$ cat config.mk
export PLATFORM = sky130hd
export DESIGN_NAME = neuron_mac_sequencer_flat
export DESIGN_NICKNAME = d
export VERILOG_FILES = /design/src/rtl/neuron_mac_sequencer_if.sv /design/src/rtl/neuron_mac_sequencer.sv /design/src/flat_wrapper.sv
export SDC_FILE = /design/constraint.sdc
export NUM_CORES = 1
export LEC_CHECK = 0
export CAP_MARGIN = 20
export CORE_ASPECT_RATIO = 0.5
export CORE_MARGIN = 5
export CORE_UTILIZATION = 42
export DETAILED_ROUTE_END_ITERATION = 7
export PLACE_DENSITY_LB_ADDON = 0.1
export SKIP_CTS_REPAIR_TIMING = 1
export SLEW_MARGIN = 25
export SYNTH_ARGS = -nofsm -noshare
export SYNTH_HDL_FRONTEND = slang
export SYNTH_SLANG_ARGS = --single-unit
$ cat constraint.sdc
create_clock -name clk -period 4.6 [get_ports clk]
set_input_delay 0.92 -clock clk [delete_from_list [all_inputs] [get_ports clk]]
set_output_delay 0.92 -clock clk [all_outputs]
set_load 0.1 [all_outputs]
$ cat src/rtl/neuron_mac_sequencer_if.sv
// neuron_mac_sequencer_if
//   Bundles the layer handshake (start/busy/done), the MAC operand stream
//   (stall, mac_valid, mac_clr, x_sel, w_addr), the accumulator return
//   (acc_in) and the output-vector write port (y_we, y_idx, y_data).
//   master: sequencer side (drives strobes, indices and results).
//   slave : control/datapath side (drives start, stall, acc_in).
//   Parameters must match those of the sequencer it connects to.
interface neuron_mac_sequencer_if #(
    parameter int N_IN  = 8,
    parameter int N_OUT = 8,
    parameter int DW    = 32
);
    localparam int XW = (N_IN > 1) ? $clog2(N_IN) : 1;
    localparam int AW = (N_IN * N_OUT > 1) ? $clog2(N_IN * N_OUT) : 1;
    localparam int YW = (N_OUT > 1) ? $clog2(N_OUT) : 1;

    logic          start;
    logic          stall;
    logic [DW-1:0] acc_in;
    logic          busy;
    logic          done;
    logic          mac_valid;
    logic          mac_clr;
    logic [XW-1:0] x_sel;
    logic [AW-1:0] w_addr;
    logic          y_we;
    logic [YW-1:0] y_idx;
    logic [DW-1:0] y_data;

    modport master (
        input  start, stall, acc_in,
        output busy, done, mac_valid, mac_clr, x_sel, w_addr,
               y_we, y_idx, y_data
    );

    modport slave (
        output start, stall, acc_in,
        input  busy, done, mac_valid, mac_clr, x_sel, w_addr,
               y_we, y_idx, y_data
    );
endinterface

$ cat src/rtl/neuron_mac_sequencer.sv
// neuron_mac_sequencer
//   Time-multiplexes one shared MAC datapath over all neurons of a fully
//   connected layer: issues N_IN operand pairs per neuron, waits MAC_LAT
//   cycles for the accumulator to settle, then writes the activated result.
//   Ports:
//     clk    - rising-edge clock
//     reset  - synchronous, active-low
//     bus    - neuron_mac_sequencer_if.master (start/stall/acc_in in;
//              busy/done/mac_valid/mac_clr/x_sel/w_addr/y_we/y_idx/y_data out)
//   Build option:
//     SEQ_RELU_EN - when defined, y_data = ReLU(acc_in); otherwise identity.
module neuron_mac_sequencer #(
    parameter int N_IN    = 8,
    parameter int N_OUT   = 8,
    parameter int DW      = 32,
    parameter int INT_W   = 12,
    parameter int FRAC_W  = 20,
    parameter int MAC_LAT = 2
) (
    input  logic                         clk,
    input  logic                         reset,
    neuron_mac_sequencer_if.master       bus
);
    localparam int IW  = (N_IN > 1) ? $clog2(N_IN) : 1;
    localparam int NW  = (N_OUT > 1) ? $clog2(N_OUT) : 1;
    localparam int AW  = (N_IN * N_OUT > 1) ? $clog2(N_IN * N_OUT) : 1;
    localparam int DLW = (MAC_LAT > 1) ? $clog2(MAC_LAT) : 1;

    localparam logic [IW-1:0]  I_LAST = IW'(N_IN - 1);
    localparam logic [NW-1:0]  N_LAST = NW'(N_OUT - 1);
    localparam logic [DLW-1:0] D_INIT = DLW'(MAC_LAT - 1);

    if (INT_W + FRAC_W != DW) begin : g_bad_fmt
        $error("neuron_mac_sequencer: INT_W + FRAC_W must equal DW");
    end

    typedef enum logic [2:0] {
        IDLE,
        ISSUE,
        DRAIN,
        WRITE,
        DONE
    } state_t;

    state_t         state;
    logic [IW-1:0]  i;
    logic [NW-1:0]  n;
    logic [DLW-1:0] d;
    // Running weight address; equals n*N_IN + i during ISSUE, so the
    // product never has to be formed.
    logic [AW-1:0]  wa;
    logic [DW-1:0]  act_val;

    always_ff @(posedge clk) begin
        if (!reset) begin
            state      <= IDLE;
            i          <= '0;
            n          <= '0;
            d          <= '0;
            wa         <= '0;
            bus.busy   <= 1'b0;
            bus.done   <= 1'b0;
            bus.y_we   <= 1'b0;
            bus.y_idx  <= '0;
            bus.x_sel  <= '0;
            bus.w_addr <= '0;
        end else begin
            // Strobed outputs default low / zero; each branch sets the
            // values that belong to the state being entered.
            bus.done   <= 1'b0;
            bus.y_we   <= 1'b0;
            bus.y_idx  <= '0;
            bus.x_sel  <= '0;
            bus.w_addr <= '0;

            unique case (state)
                IDLE: begin
                    if (bus.start) begin
                        state    <= ISSUE;
                        i        <= '0;
                        n        <= '0;
                        wa       <= '0;
                        bus.busy <= 1'b1;
                    end
                end

                ISSUE: begin
                    if (bus.stall) begin
                        bus.x_sel  <= i;
                        bus.w_addr <= wa;
                    end else if (i == I_LAST) begin
                        state <= DRAIN;
                        d     <= D_INIT;
                        wa    <= wa + 1'b1;
                    end else begin
                        i          <= i + 1'b1;
                        wa         <= wa + 1'b1;
                        bus.x_sel  <= i + 1'b1;
                        bus.w_addr <= wa + 1'b1;
                    end
                end

                DRAIN: begin
                    if (d == '0) begin
                        state     <= WRITE;
                        bus.y_we  <= 1'b1;
                        bus.y_idx <= n;
                    end else begin
                        d <= d - 1'b1;
                    end
                end

                WRITE: begin
                    if (n == N_LAST) begin
                        state    <= DONE;
                        bus.done <= 1'b1;
                    end else begin
                        state      <= ISSUE;
                        n          <= n + 1'b1;
                        i          <= '0;
                        bus.w_addr <= wa;
                    end
                end

                DONE: begin
                    state    <= IDLE;
                    bus.busy <= 1'b0;
                end

                default: begin
                    state    <= IDLE;
                    bus.busy <= 1'b0;
                end
            endcase
        end
    end

    // Operand strobes react to stall in the same cycle.
    assign bus.mac_valid = (state == ISSUE) && !bus.stall;
    assign bus.mac_clr   = (state == ISSUE) && (i == '0) && !bus.stall;

`ifdef SEQ_RELU_EN
    assign act_val = bus.acc_in[DW-1] ? '0 : bus.acc_in;
`else
    assign act_val = bus.acc_in;
`endif

    // acc_in only reaches the output while the write strobe is up.
    assign bus.y_data = bus.y_we ? act_val : '0;

endmodule

$ cat src/flat_wrapper.sv
// flat-port wrapper written by rule: the top's interface ports become plain ports
module neuron_mac_sequencer_flat 
#(
    parameter int N_IN    = 8,
    parameter int N_OUT   = 8,
    parameter int DW      = 32,
    parameter int INT_W   = 12,
    parameter int FRAC_W  = 20,
    parameter int MAC_LAT = 2
)
  (clk, reset, bus_start, bus_stall, bus_acc_in, bus_busy, bus_done, bus_mac_valid, bus_mac_clr, bus_x_sel, bus_w_addr, bus_y_we, bus_y_idx, bus_y_data);
  neuron_mac_sequencer_if #(.N_IN(N_IN), .N_OUT(N_OUT), .DW(DW)) bus_i ();
  input  logic clk;
  input  logic reset;
  input wire logic [$bits(bus_i.start)-1:0] bus_start;
  input wire logic [$bits(bus_i.stall)-1:0] bus_stall;
  input wire logic [$bits(bus_i.acc_in)-1:0] bus_acc_in;
  output wire logic [$bits(bus_i.busy)-1:0] bus_busy;
  output wire logic [$bits(bus_i.done)-1:0] bus_done;
  output wire logic [$bits(bus_i.mac_valid)-1:0] bus_mac_valid;
  output wire logic [$bits(bus_i.mac_clr)-1:0] bus_mac_clr;
  output wire logic [$bits(bus_i.x_sel)-1:0] bus_x_sel;
  output wire logic [$bits(bus_i.w_addr)-1:0] bus_w_addr;
  output wire logic [$bits(bus_i.y_we)-1:0] bus_y_we;
  output wire logic [$bits(bus_i.y_idx)-1:0] bus_y_idx;
  output wire logic [$bits(bus_i.y_data)-1:0] bus_y_data;
  assign bus_i.start = bus_start;
  assign bus_i.stall = bus_stall;
  assign bus_i.acc_in = bus_acc_in;
  assign bus_busy = bus_i.busy;
  assign bus_done = bus_i.done;
  assign bus_mac_valid = bus_i.mac_valid;
  assign bus_mac_clr = bus_i.mac_clr;
  assign bus_x_sel = bus_i.x_sel;
  assign bus_w_addr = bus_i.w_addr;
  assign bus_y_we = bus_i.y_we;
  assign bus_y_idx = bus_i.y_idx;
  assign bus_y_data = bus_i.y_data;
  neuron_mac_sequencer #(.N_IN(N_IN), .N_OUT(N_OUT), .DW(DW), .INT_W(INT_W), .FRAC_W(FRAC_W), .MAC_LAT(MAC_LAT)) u_core (.clk(clk), .reset(reset), .bus(bus_i));
endmodule
==> results by group <==
Floorplanning
  – Starting density of the core: 42.70%
  – Std cell rows: 16
  – CORE AREA: 0.003824 mm^2
  – Die Y: 54.09 um
  – Die X: 98.18 um
  – Ports: 85
  – Die ar.: 0.005310 mm^2

Setup path
  – CP Max Fanout: 11
  – CP max stage delay: 640 ps
  – Startpoint Class: primary input
  – Worst path required time: 3680 ps
  – Slowest CP cell: or4b_4
  – CP bufs+invs: 3
  – Worst path cell trace: clkdlybuf4s50_1, or4b_4, inv_1, buf_4
  – CP arrival: 2680 ps
  – Delay-heaviest family, CP: buffers and inverters
  – CP Class: in2out
  – Worst setup EP type: output port

STA
  – Post-Route Setup TNS: 0 ps
  – Final setup viols: 0
  – Slew headroom: 32.68%
  – Final hold viol count: 0
  – Final hold slack: 448.0 ps
  – Worst slew pin tran: 1007 ps
  – Tmin final: 3602 ps
  – Final Skew: 6.267 ps
  – Slew Limit Fails: 0
  – Fmax: 277.6 MHz
  – Period utilization: 78.30%
  – Unrepaired setup endpoints after global routing: false

Yosys
  – Cell Area, Synth: 0.001633 mm^2
  – Synthesis Warnings: 0
  – Synth unique cells: 40
  – Syn Area/Cell: 8.417 um^2
  – Sequential fraction of the synthesis area: 38.01%
  – Net Count, Synth: 236
  – Synth Instances: 194
  – Post-synthesis register bit count: 31

Placement
  – IO Port Bufs: 84
  – DP HPWL: 3.735 mm
  – Placed instance area: 0.002410 mm^2
  – GPL Wtd Cong: 0.8691
  – Placed Instances: 323

Detailed routing
  – Final WL: 4.697 mm
  – Number of DRC markers in iteration 0: 87
  – WL/cell: 14.19 um
  – Mean number of vias per cell: 4.931
  – DRC: 0
  – First-pass DRT Iterations: 4
  – Post-route ant nets: 0
  – Via Count: 1632

Cells and area
  – Finished Layout Cells: 331
  – Core Util, Final: 65.15%
  – Area growth, synth to finish: 52.57%
  – Most common cell after layout, fill and taps aside: clkdlybuf4s50_1
  – ANT cells: 0
  – Filler Cell Count: 330
  – Layout cells sized above 1: 16.97%
  – Commonest non-fill, non-tap cells in the layout: clkdlybuf4s50_1, and2_1, buf_4
  – Finished Cell Area: 0.002491 mm^2
  – Nets@finish: 318

Min path
  – HP Class: reg2reg

Global routing
  – Initial antenna violation count: 0
  – First-pass GRT wire length: 7.479 mm
  – Largest net degree at the start of global routing: 34
  – Grt total ovfl: 0
  – Total Routing Usage GR: 18.23%
  – Vias in the first global route: 1474

Clock tree
  – TritonCTS clock tree: yes
  – Worst-Skew Late Latency: 290 ps
  – Clock sink total: 31
  – Root buf cell: clkbuf_8
  – Clock Path Buffers: 2
  – Number of CTS-inserted buffers: 5
  – H-tree depth: 2
  – Clock-pin slew on the worst setup and hold paths: 60 ps

Power and ir drop
  – Power Dens Cells: 227.1 mW/mm^2
  – Worst vdd ir: 0.2064 mV
  – P_leak: 1.031 nW

Outcome
  – Status: completed

Flow run
  – MaxCap Viol Count: 0
## sequential cells by signal, summed over array words and instances, names as in the netlist
register	flops
u_core.bus.w_addr	6
u_core.wa	6
u_core.bus.x_sel	3
u_core.bus.y_idx	3
u_core.i	3
u_core.n	3
u_core.state	3
u_core.bus.busy	1
u_core.bus.done	1
u_core.bus.y_we	1
u_core.d	1
## where the power goes
part,internal (mW),switching (mW),leakage [nW]
logic,0.0419,0.0432,0.739
registers,0.272,0.00446,0.250
clock network,0.106,0.0983,0.0422
## worst register-to-register path, delay by kind of cell, from the launching register on
family | cells | cell delay [ps]
adders and majority gates | 2 | 500
and+or+nand+nor | 2 | 620
DFF | 1 | 410
AOI/OAI and AO/OA | 2 | 250
## synthesized netlist by cell type
| cell type | instances | area (um^2) |
|---|---|---|
| nand3_1 | 3 | 15.01 |
| nor3b_1 | 3 | 22.52 |
| or4_1 | 1 | 7.510 |
| and2_1 | 35 | 219.0 |
| nand2_1 | 12 | 45.04 |
| o211ai_1 | 1 | 7.510 |
| mux2i_1 | 4 | 40.04 |
| a21boi_0 | 5 | 37.54 |
| inv_1 | 6 | 22.52 |
| and3_1 | 2 | 12.51 |
| or3_1 | 1 | 6.260 |
| nand4_1 | 2 | 12.51 |
| o21ai_0 | 5 | 25.02 |
| nand3b_1 | 2 | 15.01 |
| a211oi_1 | 2 | 15.01 |
| nor4_1 | 1 | 6.260 |
| buf_2 | 2 | 10.01 |
| o211a_1 | 1 | 10.01 |
| or2_2 | 1 | 6.260 |
| nor2b_1 | 7 | 43.79 |
| nor2_4 | 1 | 11.26 |
| o311a_1 | 1 | 10.01 |
| xnor2_1 | 1 | 8.760 |
| a311oi_1 | 1 | 8.760 |
| nor2_1 | 15 | 56.30 |
| dfxtp_1 | 31 | 620.6 |
| or4b_4 | 1 | 13.76 |
| a22oi_1 | 4 | 30.03 |
| a21oi_1 | 11 | 55.05 |
| nor3_1 | 6 | 30.03 |
| mux2_2 | 1 | 11.26 |
| nand2b_1 | 6 | 37.54 |
| a31oi_1 | 1 | 6.260 |
| ha_1 | 6 | 75.07 |
| a21boi_1 | 1 | 7.510 |
| o21a_1 | 1 | 7.510 |
| buf_6 | 2 | 22.52 |
| o21ai_1 | 1 | 5.000 |
| or3b_2 | 2 | 17.52 |
| clkbuf_1 | 5 | 18.77 |
## cell type report
class,instances,area [um^2],area share (%)
Inverter,6,22.52,0.9041
Clock buffer,7,76.32,3.064
Timing Repair Buffer,84,755.7,30.34
Multi-Input combinational cell,148,943.4,37.87
Sequential cell,31,620.6,24.91
Clock inverter,1,5.005,0.2009
Tap cell,54,67.56,2.712
## routing by layer
| layer | global-route usage [%] | part of all wire [%] | vias up |
|---|---|---|---|
| li1 | - | - | 826 |
| met1 | 24.31 | 49 | 741 |
| met2 | 28.72 | 42 | 58 |
| met3 | 5.304 | 7.2 | 7 |
| met4 | 6.122 | 1.3 | 0 |
| met5 | 0 | 0 | - |
## final timing paths
kind	startpoint	end	slack, ps	cells after the start
worst max register to register	u_core.i[0]$_SDFFE_PN0P_	u_core.d$_SDFFE_PN0P_	2760	6
worst min-delay path	u_core.bus.busy$_SDFFE_PN0P_	u_core.bus.busy$_SDFFE_PN0P_	450	2
worst max-delay path	bus_stall	bus_mac_valid	1000	4
worst min register to register	u_core.bus.busy$_SDFFE_PN0P_	u_core.bus.busy$_SDFFE_PN0P_	450	2
## cells by family after synthesis
| kind of cell | synth area share [%] |
|---|---|
| AOI/OAI and AO/OA | 13.79 |
| adders and majority gates | 4.598 |
| xor gates and xnor gates | 0.5365 |
| muxes | 3.142 |
| DFF | 38.01 |
| buffers and inverters | 4.521 |
| and+or+nand+nor | 35.40 |
## stage by stage
stage | setup WS [ps] | total power [mW]
after floorplan | 917.2 | 0.3281
after global placement | 1028 | 0.3657
after detailed placement | 1012 | 0.3671
after CTS | 1004 | 0.5697
after global routing | 912.5 | 0.5868
final | 998.0 | 0.5657
Note: power is estimated with default switching activity, not from simulation.
